===== src/rtl/data_select_sequencer_pkg.sv =====
// ---------------------------------------------------------------------------
// data_select_sequencer_pkg
// Shared constants for the instruction sequencer and any other controller
// that reuses the switch decoder.
//   - instruction class codes and minor opcode fields
//   - FSM state encoding and one-hot phase bit positions
//   - mux-select (sw) bit positions
//   - phase_of(): state -> one-hot phase vector
// ---------------------------------------------------------------------------
package data_select_sequencer_pkg;

   // Instruction class, taken from the two MSBs of the instruction word
   localparam logic [1:0] CLS_LOAD  = 2'b00;
   localparam logic [1:0] CLS_STORE = 2'b01;
   localparam logic [1:0] CLS_BR    = 2'b10;  // LI / B / Bcc
   localparam logic [1:0] CLS_SYS   = 2'b11;  // OUT / HLT / misc

   // Minor codes
   localparam logic [3:0] OP_OUT   = 4'b1100;  // op[7:4]
   localparam logic [3:0] OP_HLT   = 4'b1111;  // op[7:4]
   localparam logic [2:0] BCC_COND = 3'b111;   // op[13:11], decoded like any branch

   // FSM state encoding
   localparam logic [2:0] ST_IDLE   = 3'd0;
   localparam logic [2:0] ST_DECODE = 3'd1;
   localparam logic [2:0] ST_EXEC   = 3'd2;
   localparam logic [2:0] ST_MEM    = 3'd3;
   localparam logic [2:0] ST_WB     = 3'd4;
   localparam logic [2:0] ST_HALT   = 3'd5;

   // One-hot phase bit positions
   localparam int PH_DECODE = 0;
   localparam int PH_EXEC   = 1;
   localparam int PH_MEM    = 2;
   localparam int PH_WB     = 3;

   // Mux-select bit positions (bit0 = switch1)
   localparam int SW_1 = 0;
   localparam int SW_2 = 1;
   localparam int SW_3 = 2;
   localparam int SW_4 = 3;  // output port select (OUT)
   localparam int SW_5 = 4;
   localparam int SW_6 = 5;  // store data path

   // One-hot phase for a given state; IDLE and HALT show no phase.
   function automatic logic [3:0] phase_of(input logic [2:0] st);
      logic [3:0] ph;
      ph = 4'b0000;
      case (st)
         ST_DECODE: ph[PH_DECODE] = 1'b1;
         ST_EXEC:   ph[PH_EXEC]   = 1'b1;
         ST_MEM:    ph[PH_MEM]    = 1'b1;
         ST_WB:     ph[PH_WB]     = 1'b1;
         default:   ph = 4'b0000;
      endcase
      return ph;
   endfunction

endpackage


===== src/rtl/data_select_sequencer_sw_decode.sv =====
// ---------------------------------------------------------------------------
// data_select_sequencer_sw_decode
// Purely combinational instruction -> mux-select decoder.
//   op      in   OP_W   instruction word
//   sw      out  N_SW   decoded mux selects (bits above 5 always 0)
//   is_hlt  out  1      instruction is HLT
//   is_mem  out  1      instruction needs a MEM phase (load/store)
// ---------------------------------------------------------------------------
module data_select_sequencer_sw_decode
   import data_select_sequencer_pkg::*;
#(
   parameter int OP_W = 16,
   parameter int N_SW = 6
) (
   input  logic [OP_W-1:0] op,
   output logic [N_SW-1:0] sw,
   output logic            is_hlt,
   output logic            is_mem
);

   logic [1:0] cls;
   logic [3:0] minor;

   assign cls   = op[OP_W-1:OP_W-2];
   assign minor = op[7:4];

   // Remaining fields carry operands and do not influence mux selection;
   // Bcc (op[13:11] == BCC_COND) decodes exactly like the other branches.
   logic unused_fields;
   assign unused_fields = ^{op[OP_W-3:8], op[3:0]};

   always_comb begin
      sw     = '0;
      is_hlt = 1'b0;
      is_mem = 1'b0;
      case (cls)
         CLS_SYS: begin
            if (minor == OP_OUT) sw[SW_4] = 1'b1;
            is_hlt = (minor == OP_HLT);
         end
         CLS_BR: begin
            sw[SW_1] = 1'b1;
            sw[SW_2] = 1'b1;
            sw[SW_3] = 1'b1;
            sw[SW_5] = 1'b1;
         end
         CLS_STORE: begin
            sw[SW_6] = 1'b1;
            is_mem   = 1'b1;
         end
         default: begin  // CLS_LOAD
            is_mem = 1'b1;
         end
      endcase
   end

endmodule


===== src/rtl/data_select_sequencer.sv =====
// ---------------------------------------------------------------------------
// data_select_sequencer
// Multi-cycle instruction sequencer: accepts an instruction in IDLE, steps
// it through DECODE, EXEC, optional MEM and WB, and holds the datapath mux
// selects stable for the whole instruction. HLT parks the block in HALT.
//   clk       in   1      clock, rising edge
//   rst_n     in   1      synchronous active-low reset
//   op        in   OP_W   instruction word, sampled on accept
//   op_valid  in   1      op is valid
//   op_ready  out  1      can accept (IDLE only)
//   mem_wait  in   1      holds the MEM phase while high
//   resume    in   1      leave HALT
//   sw        out  N_SW   registered mux selects
//   phase     out  4      one-hot {WB,MEM,EXEC,DECODE}
//   done      out  1      high during the WB cycle
//   halted    out  1      high in HALT
//   retired   out  CNT_W  completed WB count (wraps)
// ---------------------------------------------------------------------------
module data_select_sequencer
   import data_select_sequencer_pkg::*;
#(
   parameter int OP_W  = 16,
   parameter int N_SW  = 6,
   parameter int CNT_W = 16
) (
   input  logic             clk,
   input  logic             rst_n,
   input  logic [OP_W-1:0]  op,
   input  logic             op_valid,
   output logic             op_ready,
   input  logic             mem_wait,
   input  logic             resume,
   output logic [N_SW-1:0]  sw,
   output logic [3:0]       phase,
   output logic             done,
   output logic             halted,
   output logic [CNT_W-1:0] retired
);

   logic [2:0]       state_reg, state_next;
   logic [N_SW-1:0]  sw_reg;
   logic             is_mem_reg;
   logic [3:0]       phase_reg;
   logic             done_reg;
   logic             halted_reg;
   logic [CNT_W-1:0] retired_reg;

   logic [N_SW-1:0]  dec_sw;
   logic             dec_is_hlt;
   logic             dec_is_mem;
   logic             accept;

   data_select_sequencer_sw_decode #(
      .OP_W (OP_W),
      .N_SW (N_SW)
   ) u_sw_decode (
      .op     (op),
      .sw     (dec_sw),
      .is_hlt (dec_is_hlt),
      .is_mem (dec_is_mem)
   );

   assign accept = (state_reg == ST_IDLE) && op_valid;

   always_comb begin
      state_next = state_reg;
      case (state_reg)
         ST_IDLE:   if (op_valid) state_next = dec_is_hlt ? ST_HALT : ST_DECODE;
         ST_DECODE: state_next = ST_EXEC;
         ST_EXEC:   state_next = is_mem_reg ? ST_MEM : ST_WB;
         ST_MEM:    if (!mem_wait) state_next = ST_WB;
         ST_WB:     state_next = ST_IDLE;
         ST_HALT:   if (resume) state_next = ST_IDLE;
         default:   state_next = ST_IDLE;
      endcase
   end

   // Phase/done/halted are registered from the next state so they line up
   // exactly with the state they describe.
   always_ff @(posedge clk) begin
      if (!rst_n) begin
         state_reg   <= ST_IDLE;
         sw_reg      <= '0;
         is_mem_reg  <= 1'b0;
         phase_reg   <= 4'b0000;
         done_reg    <= 1'b0;
         halted_reg  <= 1'b0;
         retired_reg <= '0;
      end else begin
         state_reg  <= state_next;
         phase_reg  <= phase_of(state_next);
         done_reg   <= (state_next == ST_WB);
         halted_reg <= (state_next == ST_HALT);

         // Selects are captured once per instruction; HLT decodes to all-zero.
         if (accept) begin
            sw_reg     <= dec_sw;
            is_mem_reg <= dec_is_mem;
         end else if (state_reg == ST_WB) begin
            sw_reg     <= '0;
         end

         if (state_reg == ST_WB) retired_reg <= retired_reg + CNT_W'(1);
      end
   end

   assign op_ready = (state_reg == ST_IDLE);
   assign sw       = sw_reg;
   assign phase    = phase_reg;
   assign done     = done_reg;
   assign halted   = halted_reg;
   assign retired  = retired_reg;

endmodule

===== config.mk =====
export PLATFORM = sky130hd
export DESIGN_NAME = data_select_sequencer
export DESIGN_NICKNAME = d
export VERILOG_FILES = /design/src/rtl/data_select_sequencer_pkg.sv /design/src/rtl/data_select_sequencer_sw_decode.sv /design/src/rtl/data_select_sequencer.sv
export SDC_FILE = /design/constraint.sdc
export NUM_CORES = 1
export LEC_CHECK = 0
export CORE_UTILIZATION = 30
export CTS_CLUSTER_DIAMETER = 80
export CTS_CLUSTER_SIZE = 30
export DETAILED_ROUTE_END_ITERATION = 10
export SLEW_MARGIN = 20
export SYNTH_ARGS = -nofsm -noshare
export SYNTH_HDL_FRONTEND = slang
export SYNTH_HIERARCHICAL = 1
export SYNTH_SLANG_ARGS = --single-unit

===== constraint.sdc =====
create_clock -name clk -period 1.94 [get_ports clk]
set_input_delay 0.388 -clock clk [delete_from_list [all_inputs] [get_ports clk]]
set_output_delay 0.388 -clock clk [all_outputs]
set_load 0.005 [all_outputs]

==> impl.org, run 1 <==
** Floorplan
- Starting density of the core :: 32.0%
- 50 I/O pins were placed.
- Chip width :: 70.8 um
- Row generation in the floorplan step produced 24 rows.
- The core region is 4440 um2.
- Die outline height :: 70.8 um
- The die covers 5020 um2.

** Route
- Routed via count :: 1,239
- After detailed routing, the number of remaining DRC violations is 0.
- Routed Antenna Nets :: 0
- Iter 0 DRT Violations :: 80
- The routed design has 3.14 mm of wire.
- TritonRoute pass-1 iters :: 6
- DR WL/cell :: 12.3 um
- Using the TritonRoute via totals, the vias-per-cell ratio works out to 4.84.

** Setup path
- Top cell family by delay on the critical path :: buffers and inverters
- Cells along the critical path :: nor3_1 -> clkdlybuf4s50_1
- On the worst path, the slowest cell contributes a delay of 0.53 ns.
- For the worst setup path, the data arrival time is 1.47 ns.
- Slowest cell on the critical path :: sky130_fd_sc_hd__clkdlybuf4s50_1
- Kind of end point of the critical path :: output pin
- Req. time, crit path :: 1.55 ns
- STA classifies the critical path startpoint as a flop.
- Top fanout value on the critical path :: 11
- Number of buffer and inverter stages on the critical path :: 1
- CP Class :: flop to output pin

** Synth
- Yosys printed 6 warnings.
- Most used flip-flop cell after synthesis :: sky130_fd_sc_hd__dfxtp_1
- sky130_fd_sc_hd__dfxtp_1 is the most common cell in the netlist.
- In this run, synthesis produced a sequential element count of 31.
- After synthesis, the mean cell area works out to 9.11 um2.
- In this run the cell area of the synthesized design comes to 1420 um2.
- By area the synthesized netlist is led by sky130_fd_sc_hd__dfxtp_1 44%, sky130_fd_sc_hd__nor2_1 6.6%, sky130_fd_sc_hd__xnor2_1 3.7%.
- Net count after synthesis :: 178
- The synthesized design devotes to its leading area cell type 43.7% of total area.
- Sequential area share after synthesis :: 43.7%
- The synthesized design contains 0 enable-type register cells.
- Sorting the synthesized cells by how often they occur yields 31 x sky130_fd_sc_hd__dfxtp_1, 25 x sky130_fd_sc_hd__nor2_1, 8 x sky130_fd_sc_hd__inv_1.
- Proportion of synthesized flip-flops having asynchronous set or reset :: 0%
- The synthesized design spends more area on one cell type than any other, namely sky130_fd_sc_hd__dfxtp_1.
- Count of mapped cells out of synthesis :: 156
- Netlist cell types :: 44

** STA
- Time the final worst path needs with I/O delays and setup :: 1.85 ns
- Derived from the worst setup path, the maximum achievable clock frequency is 0.539 GHz.
- Transition at the pin with the smallest max-transition slack :: 0.706 ns
- Setup clock skew after layout :: 0.00555 ns
- Across all hold checks on the routed design, the worst slack comes to 0.494 ns.
- Post-route fraction of the period consumed by the critical path :: 95.6%
- Setup repair after global routing left no endpoint under its margin.
- Relative slew slack :: 52.4%
- Max Slew Vio Count :: 0
- Final hold vios :: 0
- After routing, the total negative slack on setup checks comes to 0 ns.
- Setup violations remaining at the end of the flow were counted as 0.

** Clock tree
- After clock tree synthesis, the clock-pin slew on the worst setup and hold paths is 0.06 ns.
- In this run the deepest clock path goes through 2 buffers.
- TritonCTS built the clock tree.
- Later-pin clock latency in the skew report :: 0.27 ns
- Number of buffers created by CTS :: 5
- Clock tree root driver cell :: sky130_fd_sc_hd__clkbuf_8
- Clock H-tree levels :: 2
- After clock tree synthesis, the flow added hold-fix buffers numbering 0.
- Post-CTS setup-driven buffer insertion count :: 0
- Number of clock sinks :: 31
- Resize count post-CTS :: 0

** Finish
- The repair_antennas step left the layout with diodes totalling 0.
- Compared with the post-synthesis result, the final layout area differs by 39.4%.
- Net total in the final layout :: 225
- In the final layout, the share of cells above drive strength 1 is 13.2%.
- Total non-filler cell area in the finished layout :: 1980 um2
- The register with the most flip-flops in the layout has 16 of them.

** GRT
- The number of global-route vias before repair came to 1,181.
- Across every metal layer, demand over resource in global routing totals 13.5%.
- Pin count of the biggest net entering global routing :: 15
- Initial antenna violation count :: 0
- The first global-routing pass estimated 5.41 mm of wire.
- The total overflow left after global routing is 0.

** Place
- The wire-length estimate of the detail-placed layout is 2.27 mm.
- Standard cell area after detailed placement :: 1900 um2
- Port bufs :: 39
- Routability-driven placement finished with a final weighted congestion of 0.726.

** Pwr
- Leakage power :: 0.712 nW
- The worst-case IR drop observed on VDD is 0.308 mV.
- Ratio of total power to cell area :: 642 nW/um2

** Run status
- The run finished with clean final reports.

** Worst hold path
- In this run the worst hold path is classified as flop to flop.

** Run
- The tool flagged a number of max-cap violations equal to 0.
tightest hold or removal path, cell delays in order (launching register included):
cell and delay, ns:
sky130_fd_sc_hd__dfxtp_1 0.32, sky130_fd_sc_hd__a22oi_1 0.06, sky130_fd_sc_hd__nor2_1 0.07
final cells by class:
class,count,area [um2]
Clock inverter,1,5.00
Timing Repair Buffer,50,473
Sequential cell,31,621
Inverter,9,33.8
Tap cell,52,65.1
Clock buffer,7,76.3
Multi-Input combinational cell,106,708
Fill cell,452,2460
worst paths after layout:
path | from | end | slack [ns] | depth (start not counted)
max | state_reg[1] | op_ready | 0.09 | 2
min reg2reg | sw[4] | sw[4] | 0.49 | 2
max reg2reg | retired[5] | retired[14] | 0.28 | 4
min | sw[4] | sw[4] | 0.49 | 2
cells in the final DEF, fill, tap and decap left out, types with 2 or more instances in the layout:
cell type	synthesis	layout
sky130_fd_sc_hd__xor2_1	5	5
sky130_fd_sc_hd__and2_1	2	2
sky130_fd_sc_hd__nor3_1	6	6
sky130_fd_sc_hd__clkbuf_1	3	2
sky130_fd_sc_hd__and3_1	2	2
sky130_fd_sc_hd__a21oi_1	5	5
sky130_fd_sc_hd__dfxtp_1	31	31
sky130_fd_sc_hd__nor4_1	3	3
sky130_fd_sc_hd__nor2_1	25	25
sky130_fd_sc_hd__mux2i_1	2	2
sky130_fd_sc_hd__nand4_1	3	3
sky130_fd_sc_hd__o21ai_0	3	3
sky130_fd_sc_hd__clkbuf_8	0	5
sky130_fd_sc_hd__nand3_1	4	4
sky130_fd_sc_hd__nand2_1	7	7
sky130_fd_sc_hd__xnor2_1	6	6
sky130_fd_sc_hd__clkdlybuf4s50_1	0	39
sky130_fd_sc_hd__or3_1	2	2
sky130_fd_sc_hd__nor3b_1	3	3
sky130_fd_sc_hd__buf_4	5	11
sky130_fd_sc_hd__a22oi_1	6	6
sky130_fd_sc_hd__inv_1	8	8
layer usage:
metal / vias up / track usage, % / wire, um
li1: 635 / - / -
met1: 577 / 19.9 / 1670
met5: - / 0 / 0
met2: 25 / 19.0 / 1350
met3: 2 / 2.85 / 97
met4: 0 / 5.33 / 27
power breakdown:
group	internal (mW)	switching [mW]
clock network	0.251	0.218
logic	0.0809	0.0580
registers	0.652	0.0133
metrics by stage:
| step | instances | power [mW] | worst slack, ns | util (%) |
|---|---|---|---|---|
| after floorplan | 156 | 0.745 | 0.358 | - |
| after global placement | 248 | 0.817 | 0.0272 | 42.8 |
| after detailed placement | 248 | 0.818 | 0.0215 | 42.8 |
| after CTS | 256 | 1.29 | 0.0759 | 44.6 |
| after global routing | 256 | 1.34 | 0.00207 | 44.6 |
| final | 256 | 1.27 | 0.0863 | 44.6 |
logic make-up after synthesis:
logic type | Yosys count | share of synthesized area [%]
AO/OA/AOI/OAI | 20 | 9.51
XOR/XNOR | 11 | 6.78
adder cells (fa/ha/maj) | 1 | 0.880
buffers and inverters | 19 | 6.51
flip-flops | 31 | 43.7
multiplexers | 3 | 2.20
AND/OR/NAND/NOR | 71 | 30.5
(Power assumes the default switching activity.)
==> run 2, diff against run 1 <==
- CAP_MARGIN: not set -> 20
==> results of run 2 <==
Same layout as run 1: the final DEF is identical, and so are final timing and power.
